`src/rtl/imm_pkg.sv`:
```
// Shared types and sizing helpers for the immediate builder.
// Holds the FSM state encoding and the chunk-count saturation limit.
package imm_pkg;

    typedef enum logic [1:0] {
        ST_IDLE  = 2'd0,
        ST_ACCUM = 2'd1,
        ST_OUT   = 2'd2
    } imm_state_e;

    // One more than the number of chunks needed to fill the result, so overflow stays visible.
    function automatic int chunk_max(input int data_width, input int operand_width);
        return (data_width + operand_width - 1) / operand_width + 1;
    endfunction

endpackage

```
`src/rtl/imm_ext_field.sv`:
```
// Extends the low fw bits of an accumulated field to the full result width,
// replicating bit fw-1 when signed, zero-filling otherwise.
module imm_ext_field
    import imm_pkg::*;
#(
    parameter int DATA_WIDTH = 32,
    parameter int FW_W       = $clog2(DATA_WIDTH + 1)
) (
    input  logic [DATA_WIDTH-1:0] acc_i,
    input  logic [FW_W-1:0]       fw_i,
    input  logic                  signed_i,
    output logic [DATA_WIDTH-1:0] ext_o
);

    logic [FW_W-1:0]       fw_m1_s;
    logic                  sign_bit_s;
    logic [DATA_WIDTH-1:0] mask_s;

    // Select the field's top bit and build the field mask.
    always_comb begin
        fw_m1_s    = fw_i - FW_W'(1);
        sign_bit_s = 1'b0;
        for (int i = 0; i < DATA_WIDTH; i++) begin
            sign_bit_s = (FW_W'(i) == fw_m1_s) ? acc_i[i] : sign_bit_s;
        end
        mask_s = ~({DATA_WIDTH{1'b1}} << fw_i);
        ext_o  = (acc_i & mask_s) |
                 ((signed_i && sign_bit_s) ? ~mask_s : {DATA_WIDTH{1'b0}});
    end

endmodule

```
`src/rtl/imm_builder.sv`:
```
// Assembles an immediate from a stream of prefix chunks plus one final chunk
// and registers its sign/zero-extended value with an overflow flag.
module imm_builder
    import imm_pkg::*;
#(
    parameter int OPERAND_WIDTH = 11,
    parameter int DATA_WIDTH    = 32
) (
    input  logic                     clk,
    input  logic                     rst,
    input  logic                     flush,
    input  logic                     in_valid,
    output logic                     in_ready,
    input  logic [OPERAND_WIDTH-1:0] in_data,
    input  logic                     in_prefix,
    input  logic                     in_signed,
    output logic                     out_valid,
    input  logic                     out_ready,
    output logic [DATA_WIDTH-1:0]    out_data,
    output logic                     out_overflow
);

    localparam int CHUNK_MAX = chunk_max(DATA_WIDTH, OPERAND_WIDTH);
    localparam int CNT_W     = $clog2(CHUNK_MAX + 1);
    localparam int FW_W      = $clog2(DATA_WIDTH + 1);

    imm_state_e            state_q, state_d;
    logic [DATA_WIDTH-1:0] acc_q, acc_d;
    logic [CNT_W-1:0]      cnt_q, cnt_d;
    logic [DATA_WIDTH-1:0] out_data_q, out_data_d;
    logic                  out_ovf_q, out_ovf_d;

    logic                  accept_s;
    logic [DATA_WIDTH-1:0] acc_shift_s;
    logic [CNT_W-1:0]      cnt_inc_s;
    logic [31:0]           bits_total_s;
    logic                  ovf_s;
    logic [FW_W-1:0]       fw_s;
    logic [DATA_WIDTH-1:0] ext_s;

    assign out_valid    = (state_q == ST_OUT);
    assign in_ready     = (!out_valid || out_ready) && !flush;
    assign out_data     = out_data_q;
    assign out_overflow = out_ovf_q;
    assign accept_s     = in_valid && in_ready;

    // Datapath for the chunk being accepted; the count includes this chunk.
    always_comb begin
        acc_shift_s  = (acc_q << OPERAND_WIDTH) | DATA_WIDTH'(in_data);
        cnt_inc_s    = (cnt_q == CNT_W'(CHUNK_MAX)) ? cnt_q : cnt_q + CNT_W'(1);
        bits_total_s = 32'(cnt_inc_s) * 32'(OPERAND_WIDTH);
        ovf_s        = (bits_total_s > 32'(DATA_WIDTH));
        fw_s         = ovf_s ? FW_W'(DATA_WIDTH) : FW_W'(bits_total_s);
    end

    imm_ext_field #(
        .DATA_WIDTH (DATA_WIDTH),
        .FW_W       (FW_W)
    ) u_ext (
        .acc_i    (acc_shift_s),
        .fw_i     (fw_s),
        .signed_i (in_signed),
        .ext_o    (ext_s)
    );

    // Next-state and register loads.
    always_comb begin
        state_d    = state_q;
        acc_d      = acc_q;
        cnt_d      = cnt_q;
        out_data_d = out_data_q;
        out_ovf_d  = out_ovf_q;
        if (accept_s) begin
            if (in_prefix) begin
                state_d = ST_ACCUM;
                acc_d   = acc_shift_s;
                cnt_d   = cnt_inc_s;
            end else begin
                state_d    = ST_OUT;
                acc_d      = {DATA_WIDTH{1'b0}};
                cnt_d      = {CNT_W{1'b0}};
                out_data_d = ext_s;
                out_ovf_d  = ovf_s;
            end
        end else begin
            if (flush) begin
                acc_d = {DATA_WIDTH{1'b0}};
                cnt_d = {CNT_W{1'b0}};
            end else begin
                cnt_d = cnt_q;
            end
            case (state_q)
                ST_ACCUM: state_d = flush ? ST_IDLE : ST_ACCUM;
                ST_OUT:   state_d = out_ready ? ST_IDLE : ST_OUT;
                ST_IDLE:  state_d = ST_IDLE;
                default:  state_d = ST_IDLE;
            endcase
        end
    end

    // State and result registers.
    always_ff @(posedge clk or posedge rst) begin
        if (rst) begin
            state_q    <= ST_IDLE;
            acc_q      <= {DATA_WIDTH{1'b0}};
            cnt_q      <= {CNT_W{1'b0}};
            out_data_q <= {DATA_WIDTH{1'b0}};
            out_ovf_q  <= 1'b0;
        end else begin
            state_q    <= state_d;
            acc_q      <= acc_d;
            cnt_q      <= cnt_d;
            out_data_q <= out_data_d;
            out_ovf_q  <= out_ovf_d;
        end
    end

endmodule

```
`config.mk`:
```
export PLATFORM = sky130hd
export DESIGN_NAME = imm_builder
export DESIGN_NICKNAME = d
export VERILOG_FILES = /design/src/rtl/imm_pkg.sv /design/src/rtl/imm_ext_field.sv /design/src/rtl/imm_builder.sv
export SDC_FILE = /design/constraint.sdc
export NUM_CORES = 1
export LEC_CHECK = 0
export CAP_MARGIN = 20
export CORE_MARGIN = 5
export CORE_UTILIZATION = 56
export DETAILED_ROUTE_END_ITERATION = 10
export GPL_ROUTABILITY_DRIVEN = 0
export MAX_ROUTING_LAYER = met4
export PLACE_DENSITY = 0.9
export SYNTH_ARGS = -nofsm -noshare
export SYNTH_HDL_FRONTEND = slang
export SYNTH_HIERARCHICAL = 1
export SYNTH_SLANG_ARGS = --single-unit
```
`constraint.sdc`:
```
create_clock -name clk -period 6.4 [get_ports clk]
set_input_delay 1.28 -clock clk [delete_from_list [all_inputs] [get_ports clk]]
set_output_delay 1.28 -clock clk [all_outputs]
set_load 0.05 [all_outputs]
```
* Word-level counts from Yosys, hierarchy flattened
Index checks and enable logic that the tools add are counted.
Widths: inputs -> output; s select.
** Word-level totals
- Word-level logic and storage cells :: 105
- Bits in registers :: 59
- Bits of input ports :: 18
** Operators by class
- Multiply operators :: 1
- Eq/ne operators :: 34
- Mux-type cells :: 46
- Reductions and logical operators :: 9
- Bitwise gates (word level) :: 6
- Shift operators :: 1
- Order comparisons :: 1
- Add/subtract/negate cells :: 2
** Operators by type and width (count)
- $eq 5x6->1 const A :: 16
- $not 32->32 :: 2
- $mux 21 :: 3
- $eq 4x6->1 const A :: 8
- $mux 1 :: 33
- $and 32x32->32 :: 1
- $mux 32 :: 1
- $or 32x11->32 :: 1
- $or 32x32->32 :: 1
- $shl 32x6->32 const A :: 1
- $eq 3x6->1 const A :: 4
- $eq 2x6->1 const A :: 2
- $mux 3 :: 4
- $gt 7x6->1 const B :: 1
- $mul 3x4->7 const B :: 1
- $eq 1x6->1 const A :: 1
- $logic_not 6->1 :: 1
- $mux 2 :: 3
- $mux 6 :: 1
- $sub 6x1->6 const B :: 1
- $pmux 2 s2 :: 1
- $add 3x1->3 const B :: 1
- $eq 3x3->1 const B :: 1
- $logic_and 1x1->1 :: 3
- 7 further kinds :: 8

* Longest topological paths before layout
- Word-level depth :: 42
- Gate-level depth with buffers :: 26
- Depth with buffers taken out :: 20

* Modules after synthesis
The synthesis kept the hierarchy.
** Modules (own cells, without submodules)
- imm_builder :: sequential area each 1476.4 um^2, cells each 195, instances 1, area an instance 2608.8 um^2
- imm_ext_field :: sequential area each 0.0 um^2, cells each 255, instances 1, area an instance 1590.3 um^2

* Least setup slack after synthesis
OpenSTA, ideal clock, no wires.
- Path type :: reg2reg
- Start :: register cnt_q[0]
- End :: register out_data_q[14] (netlist: out_data[14])
- Buffers on the path :: 6
- Setup slack :: 1.006 ns
- Period minus slack after synthesis :: 5.394 ns
- Arrival :: 5.266 ns
- Cell stages (with the launch flop) :: 27
- Cells stage by stage :: dfrtp_1 -> buf_2 -> inv_1 -> ha_1 -> buf_4 -> nand2_1 -> mux2i_1 -> or2_2 -> inv_1 -> ha_1 -> a21o_1 -> nand2_1 -> a41o_1 -> a21boi_0 -> clkbuf_2 -> clkbuf_1 -> inv_1 -> ha_1 -> buf_2 -> mux2i_1 -> nor3_1 -> a211oi_1 -> nor4_1 -> o31ai_2 -> clkbuf_1 -> a21oi_1 -> mux2_1
** Between the ends
- Cells in the longest elaborated chain, start to end :: 42
- Elaborated cells between the ends (all ways) :: 78
** RTL lines
- from (decl) :: line imm_builder.sv:29 : logic [CNT_W-1:0] cnt_q, cnt_d;
- from (signal assigned) :: line imm_builder.sv:106 : cnt_q <= {CNT_W{1'b0}};
- from (signal assigned) :: line imm_builder.sv:112 : cnt_q <= cnt_d;
- $add 3x1->3 / $eq 3x3->1 (equally long branches) :: line imm_builder.sv:50 : cnt_inc_s = (cnt_q == CNT_W'(CHUNK_MAX)) ? cnt_q : cnt_q + CNT_W'(1);
- $mux 3 * :: line imm_builder.sv:50
- $mul 3x4->7 * :: line imm_builder.sv:51 : bits_total_s = 32'(cnt_inc_s) * 32'(OPERAND_WIDTH);
- $gt 7x6->1 :: line imm_builder.sv:52 : ovf_s = (bits_total_s > 32'(DATA_WIDTH));
- $mux 6 * :: line imm_builder.sv:53 : fw_s = ovf_s ? FW_W'(DATA_WIDTH) : FW_W'(bits_total_s);
- net fw_s[2] :: line imm_builder.sv:38 : logic [FW_W-1:0] fw_s;
- $sub 6x1->6 :: line imm_ext_field.sv:21 : fw_m1_s = fw_i - FW_W'(1);
- $logic_not 6->1 :: line imm_ext_field.sv:24 : sign_bit_s = (FW_W'(i) == fw_m1_s) ? acc_i[i] : sign_bit_s;
- $mux 1 (32 in series) :: line imm_ext_field.sv:24
- $logic_and 1x1->1 :: line imm_ext_field.sv:28 : ((signed_i && sign_bit_s) ? ~mask_s : {DATA_WIDTH{1'b0}});
- $mux 32 :: line imm_ext_field.sv:28
- $or 32x32->32 * :: line imm_ext_field.sv:27 : ext_o = (acc_i & mask_s) |
- net ext_s[14] :: line imm_builder.sv:39 : logic [DATA_WIDTH-1:0] ext_s;
- to (signal assigned) :: line imm_builder.sv:107 : out_data_q <= {DATA_WIDTH{1'b0}};
- to (signal assigned) :: line imm_builder.sv:113 : out_data_q <= out_data_d;
- to (decl) :: line imm_builder.sv:30 : logic [DATA_WIDTH-1:0] out_data_q, out_data_d;
Mark *: on every way through the listed nets, which the timed path passes. The rest lies on a longest branch.
A chain may end at the register's enable or synchronous reset.

* Final worst setup path
- Start :: register cnt_q[0]
- End :: register out_data_q[2] (netlist: out_data[2])
The elaborated chain is that of the path after synthesis.

==> qor.txt <==
Mapped cell area -> 4200 um^2
CP max stage cell -> ha_1
Fillers -> 581
Area grow syn2layout -> 17.9%
Post-layout min period -> 5.81 ns
Slew headroom -> 38.3%
CP endpoint kind -> flip-flop
First-pass GRT wire length -> 18,600 um
All-Layer GR Usage -> 27.1%
Design Power -> 1.49 mW
Syn Nets -> 477
H-Tree Depth -> 3
Final ANT Viol Nets -> 0
Worst path buffer plus inverter count -> 3
Multi-input logic area -> 2480 um^2
Status -> finished, final reports clean
Async SR Flop Fraction -> 100%
Via/cell ratio -> 6.49
Worst setup margin -> 0.588 ns
DRT iter0 DRCs -> 412
M3 GR Usage -> 7.05%
Final hold vios -> 0
HPWL after detailed placement -> 7970 um
Crit Path Class -> flip-flop to flip-flop
Syn Area/Cell -> 9.33 um^2
Fraction of layout cells with a size suffix above 1 -> 15.5%
Hold-fix buffers at CTS -> 0
Initial antenna violation count -> 0
Placed instance count -> 572
Rows -> 31
Commonest cells after routing, fill and taps aside -> 59 x dfrtp_1, 52 x clkdlybuf4s50_1, 49 x a21oi_1, 34 x mux2i_1, 32 x mux2_2
Clock transition at the registers of the reported paths -> 0.07 ns
First-pass iteration count of the detailed router -> 5
Sequential cell area -> 1480 um^2
Die ar. -> 9330 um^2
Sequential area share after synthesis -> 35.2%
CTS sink cnt -> 59
Maximum clock rate -> 172 MHz
Met1 Usage GRT -> 32.1%
CTS max path bufs -> 2
Post-synth EDFFs -> 0
Final Non-Filler Cells -> 588
Core area -> 7290 um^2
Via count -> 3,818
Root Buffer -> clkbuf_8
Distinct cell type count after synthesis -> 65
Die W -> 96.6 um
Max_cap viols -> 0
Final worst-path cycle share -> 90.8%
Critical Path RT -> 6.64 ns
Largest delay contributor family on the critical path -> adder cells
I/O Buffers -> 52
CTS Buf Count -> 9
Met2 Use GR -> 42.9%
Total grt overflow -> 0
Number of global-route vias before repair -> 3,759
Synth Warn # -> 6
GRT busiest layer -> met2
TritonCTS clock tree -> yes
Initial core utilization -> 57.6%
Leakage Power -> 2.22 nW
Synthesized flop and latch total -> 59
# IOs -> 53
Ys flop type -> dfrtp_1
Commonest non-fill, non-tap cell in the layout -> dfrtp_1
Crit Path Max Fanout -> 29
DP Worst Slack -> 0.706 ns
Final net count -> 512
Setup Skew -> 0.0121 ns
WL final -> 11,600 um
Chip Height -> 96.6 um
ANT cells -> 0
CP Launch Type -> flip-flop
Final setup TNS -> 0 ns
Largest net degree at the start of global routing -> 60
Slew @ Worst Pin -> 0.925 ns
WHS -> 0.507 ns
Worst hold path class -> flip-flop to flip-flop
Setup bufs post-CTS -> 0
Top cell by count, worst path -> ha_1
Critical-path cell list -> inv_1 > ha_1 > nand2_1 > mux2i_1 > xor2_1 > ha_1 > inv_1 > fa_1 > nand2_1 > a41o_1 > a21oi_2 > nor2_1 > ha_1 > mux2i_1 > nor3_1 > a211oi_1 > nor4_1 > o31ai_4 > buf_4 > a31oi_1 > mux2_2
Pwr Density -> 302 nW/um^2
Final Max Slew Viols -> 0
# DRC -> 0
Crit path largest cell delay -> 0.65 ns
Worst skew pair latency -> 0.36 ns
Crit path DAT -> 6.05 ns
RSZ-0062 raised after global routing -> false
Wirelength per Cell -> 19.7 um
Setup violators final -> 0
PostCTS Resize Cnt -> 0
Post-synthesis cell count -> 450
Maximum vdd ir drop -> 264 uV
kinds of logic after synthesis:
group	share of synthesized area (%)
and+or+nand+nor	17.6
buffers and inverters	6.38
xor gates and xnor gates	0.834
muxes	17.2
adders and majority gates	2.86
AOI/OAI and AO/OA	20.0
DFF	35.2
cell type report:
class | instances | area share, %
multi-input cells | 335 | 50.1
well taps | 99 | 2.50
inverters | 18 | 1.37
clock inverters | 4 | 1.01
clock buffers | 11 | 3.06
flip-flops and latches | 59 | 29.8
repair buffers | 62 | 12.2
cell usage after synthesis (2+ instances only):
library cell	instances	area (um^2)
mux2_1	2	22.5
xor2_1	3	26.3
nand2b_1	8	50.1
or4_1	2	15.0
ha_1	8	100
nor4_1	3	18.8
a31oi_1	5	31.3
a41o_1	2	20.0
nand4b_1	2	17.5
and2_1	2	12.5
or2_2	7	43.8
a22o_1	22	193
mux2i_1	34	340
and4_1	2	17.5
a21boi_0	2	15.0
mux2_2	32	360
nor2_1	26	97.6
o21a_1	3	22.5
nor2b_1	17	106
nor4b_1	2	17.5
buf_6	3	33.8
nand2_1	23	86.3
a21oi_1	52	260
nor3b_1	4	30.0
a211oi_1	5	37.5
nand3_1	5	25.0
o21ai_0	8	40.0
a21o_1	5	37.5
buf_4	4	30.0
inv_1	18	67.6
buf_2	15	75.1
o22ai_1	6	37.5
nor3_1	10	50.1
or3_1	4	25.0
clkbuf_1	14	52.6
dfrtp_1	59	1480
o21ai_1	2	10.0
nand3b_1	2	15.0
metal layers:
metal,share of wire [%],up-vias,wire (um)
met3,8.6,55,994
li1,-,1714,-
met4,4.1,0,480
met1,41,1799,4770
met2,46,250,5330
met5,0,-,0
registers in the layout, indices dropped and copies added, names as in the netlist:
signal	flops
acc_q	21
out_data	32
cnt_q	3
state_q	2
out_overflow	1
worst register-to-register path, stage by stage (launching register included):
cell	delay (ns)
dfrtp_1	0.49
inv_1	0.13
ha_1	0.31
nand2_1	0.14
mux2i_1	0.52
xor2_1	0.23
ha_1	0.20
inv_1	0.06
fa_1	0.42
nand2_1	0.13
a41o_1	0.23
a21oi_2	0.09
nor2_1	0.22
ha_1	0.65
mux2i_1	0.31
nor3_1	0.08
a211oi_1	0.23
nor4_1	0.11
o31ai_4	0.34
buf_4	0.35
a31oi_1	0.16
mux2_2	0.28
stage by stage:
step	area [um^2]	utilization, %
after floorplan	4200	-
after global routing	4950	67.9
after CTS	4930	67.7
after global placement	4730	64.9
after detailed placement	4730	64.9
final	4950	67.9
worst paths after layout:
| path | start | to | slack [ns] | cells past startpoint |
|---|---|---|---|---|
| max | cnt_q[0] | out_data[2] | 0.59 | 21 |
| min | out_data[24] | out_data[24] | 0.51 | 1 |
| max reg2reg | cnt_q[0] | out_data[2] | 0.59 | 21 |
| min reg2reg | out_data[24] | out_data[24] | 0.51 | 1 |
| max in group asynchronous | rst | out_data[5] | 4.44 | 3 |
| min in group asynchronous | rst | out_data[27] | 1.46 | 3 |
report_power, final:
group,switching [mW],total (mW),internal [mW],leakage (nW)
registers,0.0405,0.474,0.434,0.786
clock network,0.158,0.356,0.198,0.0974
logic,0.426,0.664,0.238,1.33
Power figures use the tool's default switching activity.
